[src/rtl/spi_pkg.sv]
// Shared constants and state encoding for the SPI nibble receiver.
package spi_pkg;

  localparam int unsigned DATA_W_DEF      = 8;
  localparam int unsigned SYNC_STAGES_DEF = 2;

  typedef enum logic [1:0] {
    ST_IDLE  = 2'd0,
    ST_LOAD  = 2'd1,
    ST_SHIFT = 2'd2
  } state_e;

  // Idle line levels, used to preset the synchronisers so reset creates no false edges
  localparam logic SCLK_IDLE = 1'b0;
  localparam logic CS_N_IDLE = 1'b1;
  localparam logic MOSI_IDLE = 1'b0;

endpackage

[src/rtl/spi_nibble_rx_if.sv]
// SPI pin bundle between the master and the nibble receiver.
interface spi_nibble_rx_if;
  logic sclk;
  logic cs_n;
  logic mosi;
  logic miso;

  modport master (output sclk, output cs_n, output mosi, input miso);
  modport slave  (input sclk, input cs_n, input mosi, output miso);
endinterface

[src/rtl/sync_ff.sv]
// Single-bit multi-flop synchroniser with a configurable reset level.
module sync_ff #(
  parameter int unsigned DEPTH   = 2,
  parameter logic        RST_VAL = 1'b0
) (
  input  logic clk,
  input  logic rst_n,
  input  logic d_i,
  output logic q_o
);

  logic [DEPTH-1:0] sync_q;

  always_ff @(posedge clk or negedge rst_n) begin
    if (!rst_n) begin
      sync_q <= {DEPTH{RST_VAL}};
    end else begin
      sync_q <= {sync_q[DEPTH-2:0], d_i};
    end
  end

  assign q_o = sync_q[DEPTH-1];

endmodule

[src/rtl/spi_nibble_rx.sv]
// SPI mode-0 slave receiver: oversampled byte assembly, previous-byte echo on MISO,
// and a stable low nibble for the downstream 7-segment decoder.
module spi_nibble_rx
  import spi_pkg::*;
#(
  parameter int unsigned DATA_W      = DATA_W_DEF,
  parameter int unsigned SYNC_STAGES = SYNC_STAGES_DEF
) (
  input  logic              clk,
  input  logic              rst_n,
  spi_nibble_rx_if.slave    spi,
  output logic [DATA_W-1:0] data_o,
  output logic              data_valid_o,
  output logic [3:0]        nibble_o,
  output logic              frame_err_o
);

  localparam int unsigned CNT_W  = $clog2(DATA_W + 1);
  localparam int unsigned WARM_W = $clog2(SYNC_STAGES + 2);

  localparam logic [1:0] S_IDLE  = 2'(ST_IDLE);
  localparam logic [1:0] S_LOAD  = 2'(ST_LOAD);
  localparam logic [1:0] S_SHIFT = 2'(ST_SHIFT);

  logic sclk_s, cs_n_s, mosi_s;

  sync_ff #(.DEPTH(SYNC_STAGES), .RST_VAL(SCLK_IDLE)) u_sync_sclk (
    .clk(clk), .rst_n(rst_n), .d_i(spi.sclk), .q_o(sclk_s));
  sync_ff #(.DEPTH(SYNC_STAGES), .RST_VAL(CS_N_IDLE)) u_sync_cs_n (
    .clk(clk), .rst_n(rst_n), .d_i(spi.cs_n), .q_o(cs_n_s));
  sync_ff #(.DEPTH(SYNC_STAGES), .RST_VAL(MOSI_IDLE)) u_sync_mosi (
    .clk(clk), .rst_n(rst_n), .d_i(spi.mosi), .q_o(mosi_s));

  logic              sclk_hist_q, cs_hist_q;
  logic [WARM_W-1:0] warm_q;
  logic              arm_q;
  logic              warm_done;

  // Frame starts are only accepted after cs_n has been seen high post-reset
  assign warm_done = (warm_q == WARM_W'(SYNC_STAGES));

  always_ff @(posedge clk or negedge rst_n) begin
    if (!rst_n) begin
      sclk_hist_q <= SCLK_IDLE;
      cs_hist_q   <= CS_N_IDLE;
      warm_q      <= '0;
      arm_q       <= 1'b0;
    end else begin
      sclk_hist_q <= sclk_s;
      cs_hist_q   <= cs_n_s;
      if (!warm_done) warm_q <= warm_q + WARM_W'(1);
      arm_q       <= arm_q | (warm_done & cs_n_s);
    end
  end

  logic sclk_rise, sclk_fall, cs_fall, cs_rise;
  assign sclk_rise = sclk_s & ~sclk_hist_q;
  assign sclk_fall = ~sclk_s & sclk_hist_q;
  assign cs_fall   = ~cs_n_s & cs_hist_q;
  assign cs_rise   = cs_n_s & ~cs_hist_q;

  logic [1:0]        state_q, state_d;
  logic [CNT_W-1:0]  cnt_q, cnt_d;
  logic [DATA_W-1:0] shift_q, shift_d;
  logic [DATA_W-1:0] tx_q, tx_d;
  logic [DATA_W-1:0] data_q, data_d;
  logic              miso_q, miso_d;
  logic              valid_q, valid_d;
  logic              err_q, err_d;

  always_ff @(posedge clk or negedge rst_n) begin
    if (!rst_n) begin
      state_q <= S_IDLE;
      cnt_q   <= '0;
      shift_q <= '0;
      tx_q    <= '0;
      data_q  <= '0;
      miso_q  <= 1'b0;
      valid_q <= 1'b0;
      err_q   <= 1'b0;
    end else begin
      state_q <= state_d;
      cnt_q   <= cnt_d;
      shift_q <= shift_d;
      tx_q    <= tx_d;
      data_q  <= data_d;
      miso_q  <= miso_d;
      valid_q <= valid_d;
      err_q   <= err_d;
    end
  end

  always_comb begin
    state_d = state_q;
    cnt_d   = cnt_q;
    shift_d = shift_q;
    tx_d    = tx_q;
    data_d  = data_q;
    miso_d  = miso_q;
    valid_d = 1'b0;
    err_d   = err_q;

    case (state_q)
      S_IDLE: begin
        cnt_d  = '0;
        miso_d = 1'b0;
        if (cs_fall && arm_q) state_d = S_LOAD;
      end
      S_LOAD: begin
        tx_d    = data_q;
        miso_d  = data_q[DATA_W-1];
        state_d = S_SHIFT;
      end
      S_SHIFT: begin
        if (cnt_q == CNT_W'(DATA_W)) begin
          data_d  = shift_q;
          valid_d = 1'b1;
          err_d   = 1'b0;
          cnt_d   = '0;
          if (cs_rise) begin
            state_d = S_IDLE;
            miso_d  = 1'b0;
          end
        end else if (cs_rise) begin
          // cs_n wins over a coincident sclk edge; partial bits are dropped
          state_d = S_IDLE;
          miso_d  = 1'b0;
          cnt_d   = '0;
          if (cnt_q != '0) err_d = 1'b1;
        end else if (sclk_rise) begin
          shift_d = {shift_q[DATA_W-2:0], mosi_s};
          cnt_d   = cnt_q + CNT_W'(1);
        end else if (sclk_fall) begin
          // A fall with an empty counter closes a byte: reload the echo for the next one
          if (cnt_q == '0) begin
            tx_d   = data_q;
            miso_d = data_q[DATA_W-1];
          end else begin
            tx_d   = {tx_q[DATA_W-2:0], 1'b0};
            miso_d = tx_q[DATA_W-2];
          end
        end
      end
      default: begin
        state_d = S_IDLE;
        cnt_d   = '0;
        miso_d  = 1'b0;
      end
    endcase
  end

  assign spi.miso     = miso_q;
  assign data_o       = data_q;
  assign nibble_o     = data_q[3:0];
  assign data_valid_o = valid_q;
  assign frame_err_o  = err_q;

endmodule
[src/flat_wrapper.sv]
// flat-port wrapper written by rule: the top's interface ports become plain ports
module spi_nibble_rx_flat import spi_pkg::*;
#(
  parameter int unsigned DATA_W      = DATA_W_DEF,
  parameter int unsigned SYNC_STAGES = SYNC_STAGES_DEF
)
  (clk, rst_n, data_o, data_valid_o, nibble_o, frame_err_o, spi_sclk, spi_cs_n, spi_mosi, spi_miso);
  spi_nibble_rx_if spi_i ();
  input  logic clk;
  input  logic rst_n;
  output logic [DATA_W-1:0] data_o;
  output logic data_valid_o;
  output logic [3:0] nibble_o;
  output logic frame_err_o;
  input wire logic [$bits(spi_i.sclk)-1:0] spi_sclk;
  input wire logic [$bits(spi_i.cs_n)-1:0] spi_cs_n;
  input wire logic [$bits(spi_i.mosi)-1:0] spi_mosi;
  output wire logic [$bits(spi_i.miso)-1:0] spi_miso;
  assign spi_i.sclk = spi_sclk;
  assign spi_i.cs_n = spi_cs_n;
  assign spi_i.mosi = spi_mosi;
  assign spi_miso = spi_i.miso;
  spi_nibble_rx #(.DATA_W(DATA_W), .SYNC_STAGES(SYNC_STAGES)) u_core (.clk(clk), .rst_n(rst_n), .spi(spi_i), .data_o(data_o), .data_valid_o(data_valid_o), .nibble_o(nibble_o), .frame_err_o(frame_err_o));
endmodule
[config.mk]
export PLATFORM = sky130hd
export DESIGN_NAME = spi_nibble_rx_flat
export DESIGN_NICKNAME = d
export VERILOG_FILES = /design/src/rtl/spi_pkg.sv /design/src/rtl/spi_nibble_rx_if.sv /design/src/rtl/sync_ff.sv /design/src/rtl/spi_nibble_rx.sv /design/src/flat_wrapper.sv
export SDC_FILE = /design/constraint.sdc
export NUM_CORES = 1
export LEC_CHECK = 0
export CAP_MARGIN = 20
export CORE_MARGIN = 1.5
export CORE_UTILIZATION = 55
export CTS_BUF_LIST = sky130_fd_sc_hd__clkbuf_8 sky130_fd_sc_hd__clkbuf_16
export DETAILED_ROUTE_END_ITERATION = 12
export PLACE_DENSITY = 0.78
export SLEW_MARGIN = 10
export SYNTH_ARGS = -nofsm -noshare
export SYNTH_HDL_FRONTEND = slang
export SYNTH_SLANG_ARGS = --single-unit
[constraint.sdc]
create_clock -name clk -period 2.1 [get_ports clk]
set_input_delay 0.525 -clock clk [delete_from_list [all_inputs] [get_ports clk]]
set_output_delay 0.525 -clock clk [all_outputs]
set_load 0.1 [all_outputs]
; Word level (Yosys, flattened, before mapping)
; Index checks and enable logic that the tools add are counted.
[word_totals]
register_bits = 43
[classes]
add_sub_neg = 2
eq_ne = 14
n_mux = 25
bitwise_logic = 13
n_reduce_logical = 14
[ops]
columns = operator, n
row1 = 2-to-1 mux 7 bit, 5
row2 = case mux 7 bit (2 select lines), 1
row3 = 2-to-1 mux 4 bit, 3
row4 = 2-to-1 mux 1 bit, 11
row5 = case mux 4 bit (2 select lines), 1
row6 = NOT 1 bit, 7
row7 = != test 2 x 1 -> 1 bit (second input constant), 3
row8 = != test 2 bit (second input constant), 3
row9 = case mux 2 bit (3 select lines), 1
row10 = AND reduction 2 bit, 3
row11 = AND reduction 3 bit, 2
row12 = nonzero test 2 bit, 3
row13 = AND 1 bit, 5
row14 = AND reduction 5 bit, 1
row15 = adder 4 x 1 -> 4 bit (second input constant), 1
row16 = equality test 2 bit (second input constant), 2
row17 = equality test 4 bit (second input constant), 1
row18 = zero test 4 bit, 1
row19 = 2-to-1 mux 2 bit, 2
row20 = != test 4 x 1 -> 1 bit (second input constant), 1
row21 = AND reduction 4 bit, 1
row22 = nonzero test 4 bit, 1
row23 = != test 3 x 1 -> 1 bit (second input constant), 1
row24 = != test 3 x 2 -> 1 bit (second input constant), 1
row25 = 7 further kinds, 7

; Longest topological paths before layout
; Gate-level depths: netlist of the first run.
[depth]
word_depth = 7
ltp_mapped = 7
mapped_depth_nobuf = 6

; By module
; From an unflattened synthesis of the first run, not the netlist that was laid out.
[hier_totals]
cells_unflattened = 150
hier_area_um2 = 1899.3
[modules_own_cells]
columns = mod, instances, cells_per_inst, area_each_um2
row1 = spi_nibble_rx, 1, 144, 1746.7
row2 = sync_ff at u_core.u_sync_mosi ..., 2, 2, 50.0
row3 = sync_ff at u_core.u_sync_cs_n, 1, 2, 52.6

; Worst setup path after synthesis of the first run
; Ideal clock, no wire load.
[synth_timing]
path_kind = reg-to-output
start = register u_core.data_q[0] (netlist: u_core.data_o[0])
end = output nibble_o[0]
arrival_time_ns = 1.351
t_required_ns = 1.575
path_slack_ns = 0.224
path_stages_with_launch = 2
n_path_buf = 1
cell_sequence = dfrtp_1 -> buf_4
[synth_lines]
columns = element, line
row1 = start: declaration, spi_nibble_rx.sv:66  ; logic [DATA_W-1:0] data_q, data_d;
row2 = start signal: assignment, spi_nibble_rx.sv:86  ; data_q <= data_d;
row3 = end: declaration, flat_wrapper.sv:13  ; output logic [3:0] nibble_o;
; No word-level cell between the ends.

; Worst setup path in the final report of the first run
[layout_timing]
start = register u_core.state_q[0]
end = register u_core.cnt_q[3]
[layout_between]
elab_chain_len = 3
[layout_lines]
columns = element, line
row1 = start: declaration, spi_nibble_rx.sv:62  ; logic [1:0] state_q, state_d;
row2 = start signal: assignment, spi_nibble_rx.sv:82  ; state_q <= state_d;
row3 = equality test 2 bit or equality test 2 x 1 -> 1 bit (tied branches), spi_nibble_rx.sv:103  ; case (state_q)
row4 = != test 4 x 1 -> 1 bit (no line) or NOT 1 bit (tied branches), --
row5 = AND reduction 2 bit (no line), --
row6 = end signal: assignment, spi_nibble_rx.sv:83  ; cnt_q <= cnt_d;
row7 = end: declaration, spi_nibble_rx.sv:63  ; logic [CNT_W-1:0] cnt_q, cnt_d;
; Parallel ways exist; a longest one is shown, timed or not.
; A chain may end at the register's enable or synchronous reset.

==> impl_table.tex, run 1 <==
\begin{tabular}{lr}
\hline
Metric & Value \\
\hline
\multicolumn{2}{l}{\textbf{Outcome}} \\
Result of the run & finished clean \\
\multicolumn{2}{l}{\textbf{GRT}} \\
Total routing resource utilization after global routing & 0.193 \\
Fraction of met1 tracks used by global routing & 0.256 \\
Number of global-route vias before repair & 1095 \\
Antenna violations before repair & 0 \\
Final global-route overflow total & 0 \\
Met3 routing resource usage after global routing & 0.0642 \\
Layer with the highest usage after global routing & met2 \\
Maximum number of pins on one net before global-route repair & 23 \\
Global routing met2 resource utilization & 0.289 \\
Wire length of the first global-routing pass & 5180 µm \\
\multicolumn{2}{l}{\textbf{CTS}} \\
CTS max path bufs & 2 \\
Clock input transition at the sequential cells of the worst setup and hold paths & 0.08 ns \\
Num CTS Buffers & 5 \\
TritonCTS clock tree & yes \\
Count of clock tree sinks & 43 \\
CTS Hold Bufs & 0 \\
Post-CTS setup-driven buffer insertion count & 0 \\
Clock latency reported for the late side of the worst-skew pair & 0.30 ns \\
H-tree depth reported by CTS & 2 \\
Post-cts resize count & 0 \\
Clock tree root driver cell & clkbuf\_8 \\
\multicolumn{2}{l}{\textbf{Synthesis}} \\
Mapped cell area & 1920 µm² \\
Count of cell types in the netlist & 35 \\
Predominant post-synthesis flop cell & dfrtp\_1 \\
Largest cells by area after synthesis & dfrtp\_1, mux2\_2, ha\_1 \\
Number of enable flip-flop cells after synthesis & 0 \\
Cell taking the most area after synthesis & dfrtp\_1 \\
Post-synthesis sequential element count & 43 \\
Most numerous cell in the Yosys netlist & dfrtp\_1 \\
Mean area per synthesized cell & 12.8 µm² \\
Mapped Cells & 150 \\
Share of the synthesized area in the top cell type & 0.522 \\
Post-synth net total & 162 \\
Post-synth ARST share & 1.00 \\
Sequential share of the synthesized area & 0.563 \\
List of most frequent post-synthesis cells & dfrtp\_1, mux2\_2, nand2\_1 \\
Number of warning messages in the yosys log & 0 \\
\multicolumn{2}{l}{\textbf{Worst setup path}} \\
Crit. End Element & register \\
Data arrival at the endpoint of the critical path & 1.99 ns \\
Crit Path Class & reg2reg \\
Count of cells along the worst register-to-register path & 6 \\
Crit path launch type & register \\
Required time reported for the critical path endpoint & 2.31 ns \\
Largest driver fanout on the critical path & 6 \\
\multicolumn{2}{l}{\textbf{Power}} \\
Power consumption & 1.99 mW \\
Leakage & 1.07 nW \\
Worst ir drop on vdd & 0.782 mV \\
Power density cells & 906 nW/µm² \\
\multicolumn{2}{l}{\textbf{Die}} \\
Die height & 62.0 µm \\
Std-Cell Core Area & 3340 µm² \\
Die boundary width & 62.0 µm \\
Row count & 21 \\
Number of ports placed on the die boundary & 20 \\
Die Outline Area & 3850 µm² \\
Initial Util & 0.574 \\
\multicolumn{2}{l}{\textbf{Layout}} \\
Fraction of the core area covered by cells at the end of the flow & 0.657 \\
Fraction of layout cells with a size suffix above 1 & 0.298 \\
Final layout net count & 183 \\
Area grow syn2layout & 14.4\% \\
Antenna cell count & 0 \\
Combined area of the multi-input logic cells & 739 µm² \\
Filler Cell Count & 266 \\
Final std cells w/o fill & 217 \\
Sequential cell area & 1080 µm² \\
\multicolumn{2}{l}{\textbf{Route}} \\
Routed WL & 3210 µm \\
1st-iter DRT viols & 53 \\
Detail Route Antenna Nets & 0 \\
DR WL/cell & 14.8 µm \\
Count of unresolved DRC violations after routing & 0 \\
Number of detailed-route iterations in the first pass & 4 \\
Count of vias placed by the detailed router & 1151 \\
Vias per cell & 5.30 \\
\multicolumn{2}{l}{\textbf{Placement}} \\
Count of placed standard cells including taps & 210 \\
GPL Wtd Cong & 0.840 \\
Port bufs & 19 \\
Half-perimeter wire length after detailed placement & 2260 µm \\
\multicolumn{2}{l}{\textbf{Job}} \\
Max Cap Viol & 0 \\
\multicolumn{2}{l}{\textbf{Timing}} \\
Slew margin rel. & 0.666 \\
Transition time of the tightest slew-check pin & 0.502 ns \\
Final TNS setup & 0 ns \\
Worst Clk Skew & 0.00758 ns \\
Max-slew violation count & 0 \\
Maximum achievable frequency & 562 MHz \\
Setup-violating endpoint count in the final report & 0 \\
Minimum period implied by the final worst setup slack & 1.78 ns \\
Fin crit share & 0.847 \\
Hold violation total from the final report & 0 \\
Unrepaired setup endpoints after global routing & false \\
\multicolumn{2}{l}{\textbf{Min path}} \\
Worst min-delay path class & in2async \\
\hline
\end{tabular}
area by class of cell:
cell class,count,area share
clock buffers,5,0.0314
inverters,10,0.0171
clock inverters,2,0.0154
repair buffers,21,0.0799
multi-input cells,90,0.337
flip-flops and latches,43,0.493
well taps,46,0.0263
placed cells by master, fill, tap and decap left out, types with 5 or more instances in the layout:
cell type,Yosys,final
nand2_1,12,12
clkbuf_8,0,5
ha_1,7,7
o21ai_0,11,11
mux2i_1,6,6
a21oi_1,6,6
mux2_2,17,17
inv_1,10,11
dfrtp_1,40,40
buf_4,5,16
worst paths after layout:
kind | start | to | slack, ns
max in group asynchronous | rst_n | u_core.tx_q[2] | 1.43
min in group clk | u_core.u_sync_cs_n.sync_q[0] | u_core.u_sync_cs_n.sync_q[1] | 0.36
min reg2reg | u_core.u_sync_cs_n.sync_q[0] | u_core.u_sync_cs_n.sync_q[1] | 0.36
min | rst_n | u_core.state_q[0] | 0.19
max reg2reg | u_core.state_q[0] | u_core.cnt_q[3] | 0.32
max | u_core.state_q[0] | u_core.cnt_q[3] | 0.32
worst max-delay path, stage by stage, from the launching register on:
cell	delay, ns
dfrtp_1	0.41
inv_1	0.12
ha_1	0.29
buf_4	0.20
nand3_1	0.09
or4_1	0.49
o21ai_0	0.10
metal layers:
| metal | vias up | wire (µm) |
|---|---|---|
| met2 | 24 | 1500 |
| met1 | 563 | 1480 |
| met5 | - | 0 |
| li1 | 556 | - |
| met3 | 8 | 150 |
| met4 | 0 | 79 |
power breakdown:
part	internal, mW	switching, mW	total [mW]
sequential	0.890	0.0401	0.930
clock	0.344	0.267	0.611
combinational	0.162	0.284	0.446
cells by family (layout without fill, tap and decap cells):
| family | after synthesis | in the layout | synth area share |
|---|---|---|---|
| mux | 23 | 23 | 0.131 |
| fa+ha+maj | 7 | 7 | 0.0457 |
| compound gates | 27 | 27 | 0.0992 |
| simple gates | 32 | 32 | 0.105 |
| buf+inv | 17 | 38 | 0.0509 |
| xor+xnor | 1 | 1 | 0.00457 |
| flops | 43 | 43 | 0.563 |
stage by stage:
stage          setup WS, ns  hold WS [ns]  area [µm²]
4_1_cts               0.310         0.201        2190
3_5_place_dp          0.354         0.350        2090
2_1_floorplan         0.224         0.229        1920
3_3_place_gp          0.464         0.333        2090
6_report              0.321         0.192        2190
5_1_grt               0.213         0.227        2190
flip-flops by register name, summed over array words and instances, names as in the netlist, 4 cells and up:
name and count:
u_core.shift_q 8, u_core.data_o 8, u_core.cnt_q 4, u_core.tx_q 7
Note: power is estimated with default switching activity, not from simulation.
==> run 2, diff against run 1 <==
clock period = 1.85 ns   (was 2.1 ns; I/O delays follow)
==> impl_table.tex, run 2 (synthesized netlist as in run 1, its figures left out) <==
\begin{tabular}{lr}
\hline
Metric & Value \\
\hline
\multicolumn{2}{l}{\textbf{GRT}} \\
Final global-route overflow total & 0 (unchanged) \\
Wire length of the first global-routing pass & 5180 µm (unchanged) \\
Total routing resource utilization after global routing & 0.192 (was 0.193) \\
Maximum number of pins on one net before global-route repair & 24 (was 23) \\
Number of global-route vias before repair & 1138 (was 1095) \\
Antenna violations before repair & 0 (unchanged) \\
\multicolumn{2}{l}{\textbf{Timing}} \\
Unrepaired setup endpoints after global routing & false (unchanged) \\
Worst Clk Skew & 0.00965 ns (was 0.00758 ns) \\
Minimum period implied by the final worst setup slack & 1.76 ns (was 1.78 ns) \\
Maximum achievable frequency & 570 MHz (was 562 MHz) \\
Setup-violating endpoint count in the final report & 0 (unchanged) \\
Slew margin rel. & 0.668 (was 0.666) \\
Max-slew violation count & 0 (unchanged) \\
Hold violation total from the final report & 0 (unchanged) \\
Final-layout worst hold slack & 0.125 ns (was 0.192 ns) \\
Fin crit share & 0.949 (was 0.847) \\
Final TNS setup & 0 ns (unchanged) \\
Transition time of the tightest slew-check pin & 0.499 ns (was 0.502 ns) \\
\multicolumn{2}{l}{\textbf{Route}} \\
Detail Route Antenna Nets & 0 (unchanged) \\
Number of detailed-route iterations in the first pass & 4 (unchanged) \\
Count of unresolved DRC violations after routing & 0 (unchanged) \\
Count of vias placed by the detailed router & 1161 (was 1151) \\
1st-iter DRT viols & 27 (was 53) \\
DR WL/cell & 14.5 µm (was 14.8 µm) \\
Vias per cell & 5.33 (was 5.30) \\
Routed WL & 3150 µm (was 3210 µm) \\
\multicolumn{2}{l}{\textbf{CTS}} \\
Num CTS Buffers & 5 (unchanged) \\
CTS max path bufs & 2 (unchanged) \\
Post-cts resize count & 0 (unchanged) \\
Clock tree root driver cell & clkbuf\_8 (unchanged) \\
TritonCTS clock tree & yes (unchanged) \\
H-tree depth reported by CTS & 2 (unchanged) \\
Count of clock tree sinks & 43 (unchanged) \\
CTS Hold Bufs & 0 (unchanged) \\
Clock latency reported for the late side of the worst-skew pair & 0.29 ns (was 0.30 ns) \\
Post-CTS setup-driven buffer insertion count & 0 (unchanged) \\
Clock input transition at the sequential cells of the worst setup and hold paths & 0.08 ns (about the same) \\
\multicolumn{2}{l}{\textbf{Layout}} \\
Area grow syn2layout & 23.2\% (was 14.4\%) \\
Fraction of the core area covered by cells at the end of the flow & 0.708 (was 0.657) \\
Commonest cells after routing, fill and taps aside & dfrtp\_1, mux2\_2, buf\_12, inv\_1, nand2\_1 (was dfrtp\_1, mux2\_2, buf\_4, nand2\_1) \\
Antenna cell count & 0 (unchanged) \\
Final layout net count & 183 (unchanged) \\
Fraction of layout cells with a size suffix above 1 & 0.297 (was 0.298) \\
Most common cell after layout, fill and taps aside & dfrtp\_1 (unchanged) \\
\multicolumn{2}{l}{\textbf{Worst setup path}} \\
Crit Path Class & reg2reg (unchanged) \\
Flop2flop setup slack & 0.09 ns (was 0.32 ns) \\
Critical path, cell by cell & nand2b\_1, nand4\_4, or3\_1, o21ai\_0 (was inv\_1, ha\_1, buf\_4, nand3\_1, or4\_1, o21ai\_0) \\
Crit path launch type & register (unchanged) \\
Data arrival at the endpoint of the critical path & 1.97 ns (was 1.99 ns) \\
Crit. End Element & register (unchanged) \\
Critical-path cell with the highest stage delay & dfstp\_2 (was or4\_1) \\
Delay of the slowest cell on the worst path & 0.53 ns (was 0.49 ns) \\
Largest driver fanout on the critical path & 10 (was 6) \\
Required time reported for the critical path endpoint & 2.06 ns (was 2.31 ns) \\
\multicolumn{2}{l}{\textbf{Power}} \\
Clock network power share & 0.263 (was 0.307) \\
Proportion of power drawn by flip-flops and latches & 0.497 (was 0.468) \\
Internal power summed over all cells & 1.47 mW (was 1.40 mW) \\
Leakage & 1.10 nW (was 1.07 nW) \\
Sw Ratio & 0.314 (was 0.298) \\
Power density cells & 905 nW/µm² (was 906 nW/µm²) \\
Power consumption & 2.14 mW (was 1.99 mW) \\
Sw power & 0.670 mW (was 0.591 mW) \\
Worst ir drop on vdd & 0.563 mV (was 0.782 mV) \\
Part of the total power dissipated in combinational logic & 0.240 (was 0.225) \\
\multicolumn{2}{l}{\textbf{Job}} \\
Max Cap Viol & 0 (unchanged) \\
\multicolumn{2}{l}{\textbf{Die}} \\
Die Outline Area & 3850 µm² (unchanged) \\
Std-Cell Core Area & 3340 µm² (unchanged) \\
Row count & 21 (unchanged) \\
Initial Util & 0.574 (unchanged) \\
Die boundary width & 62.0 µm (unchanged) \\
Die height & 62.0 µm (unchanged) \\
Number of ports placed on the die boundary & 20 (unchanged) \\
\multicolumn{2}{l}{\textbf{Outcome}} \\
Result of the run & finished clean (unchanged) \\
\multicolumn{2}{l}{\textbf{Min path}} \\
Worst min-delay path class & in2async (unchanged) \\
\multicolumn{2}{l}{\textbf{Placement}} \\
Half-perimeter wire length after detailed placement & 2300 µm (was 2260 µm) \\
GPL Wtd Cong & 0.802 (was 0.840) \\
Port bufs & 19 (unchanged) \\
\hline
\end{tabular}
run 2: area by class of cell:
cell class	instances	area [µm²]
Sequential cell	43	1080
Tap cell	46	57.6
Fill cell	232	976
Clock buffer	5	68.8
Timing Repair Buffer	21	363
Inverter	10	37.5
Clock inverter	3	15.0
Multi-Input combinational cell	90	739
run 2: worst paths after layout:
path | startpoint | endpoint | cells after the start
worst max-delay path | u_core.cs_hist_q | u_core.cnt_q[0] | 4
worst min-delay path | rst_n | u_core.tx_q[0] | 1
worst max register to register | u_core.cs_hist_q | u_core.cnt_q[0] | 4
worst min register to register | u_core.u_sync_cs_n.sync_q[0] | u_core.u_sync_cs_n.sync_q[1] | 0
max in group asynchronous | rst_n | u_core.tx_q[1] | 2
min in group clk | u_core.u_sync_cs_n.sync_q[0] | u_core.u_sync_cs_n.sync_q[1] | 0
run 2: critical path: cells and delay by family (launching register included):
kind | cells | cell delay [ns]
AOI/OAI and AO/OA | 1 | 0.08
and+or+nand+nor | 3 | 1.07
DFF | 1 | 0.53
run 2: per-stage QoR:
step / cell area [µm²] / instances / setup WS (ns)
after floorplan: 1920 / 150 / 0.0362
after global placement: 2280 / 210 / 0.157
after detailed placement: 2280 / 210 / 0.107
after CTS: 2360 / 218 / 0.0960
after global routing: 2360 / 218 / 0.0137
final: 2360 / 218 / 0.0945
run 2: layer usage:
metal	part of all wire	global-route usage
met2	0.49	0.302
met4	0.017	0.0790
met1	0.44	0.237
met5	0	0
met3	0.047	0.0766
run 2: power by group through the flow:
stage               clock network, mW  registers (mW)  logic (mW)
floorplan                           0            1.10       0.389
global placement                    0            1.08       0.489
detailed placement                  0            1.08       0.513
CTS                             0.581            1.06       0.516
global route                    0.625            1.07       0.564
finish                          0.561            1.06       0.513
==> run 3, diff against run 2 <==
SLEW_MARGIN = 20   (was 10)
==> results of run 3 <==
Same layout as run 2: the final DEF is identical, and so are final timing and power.
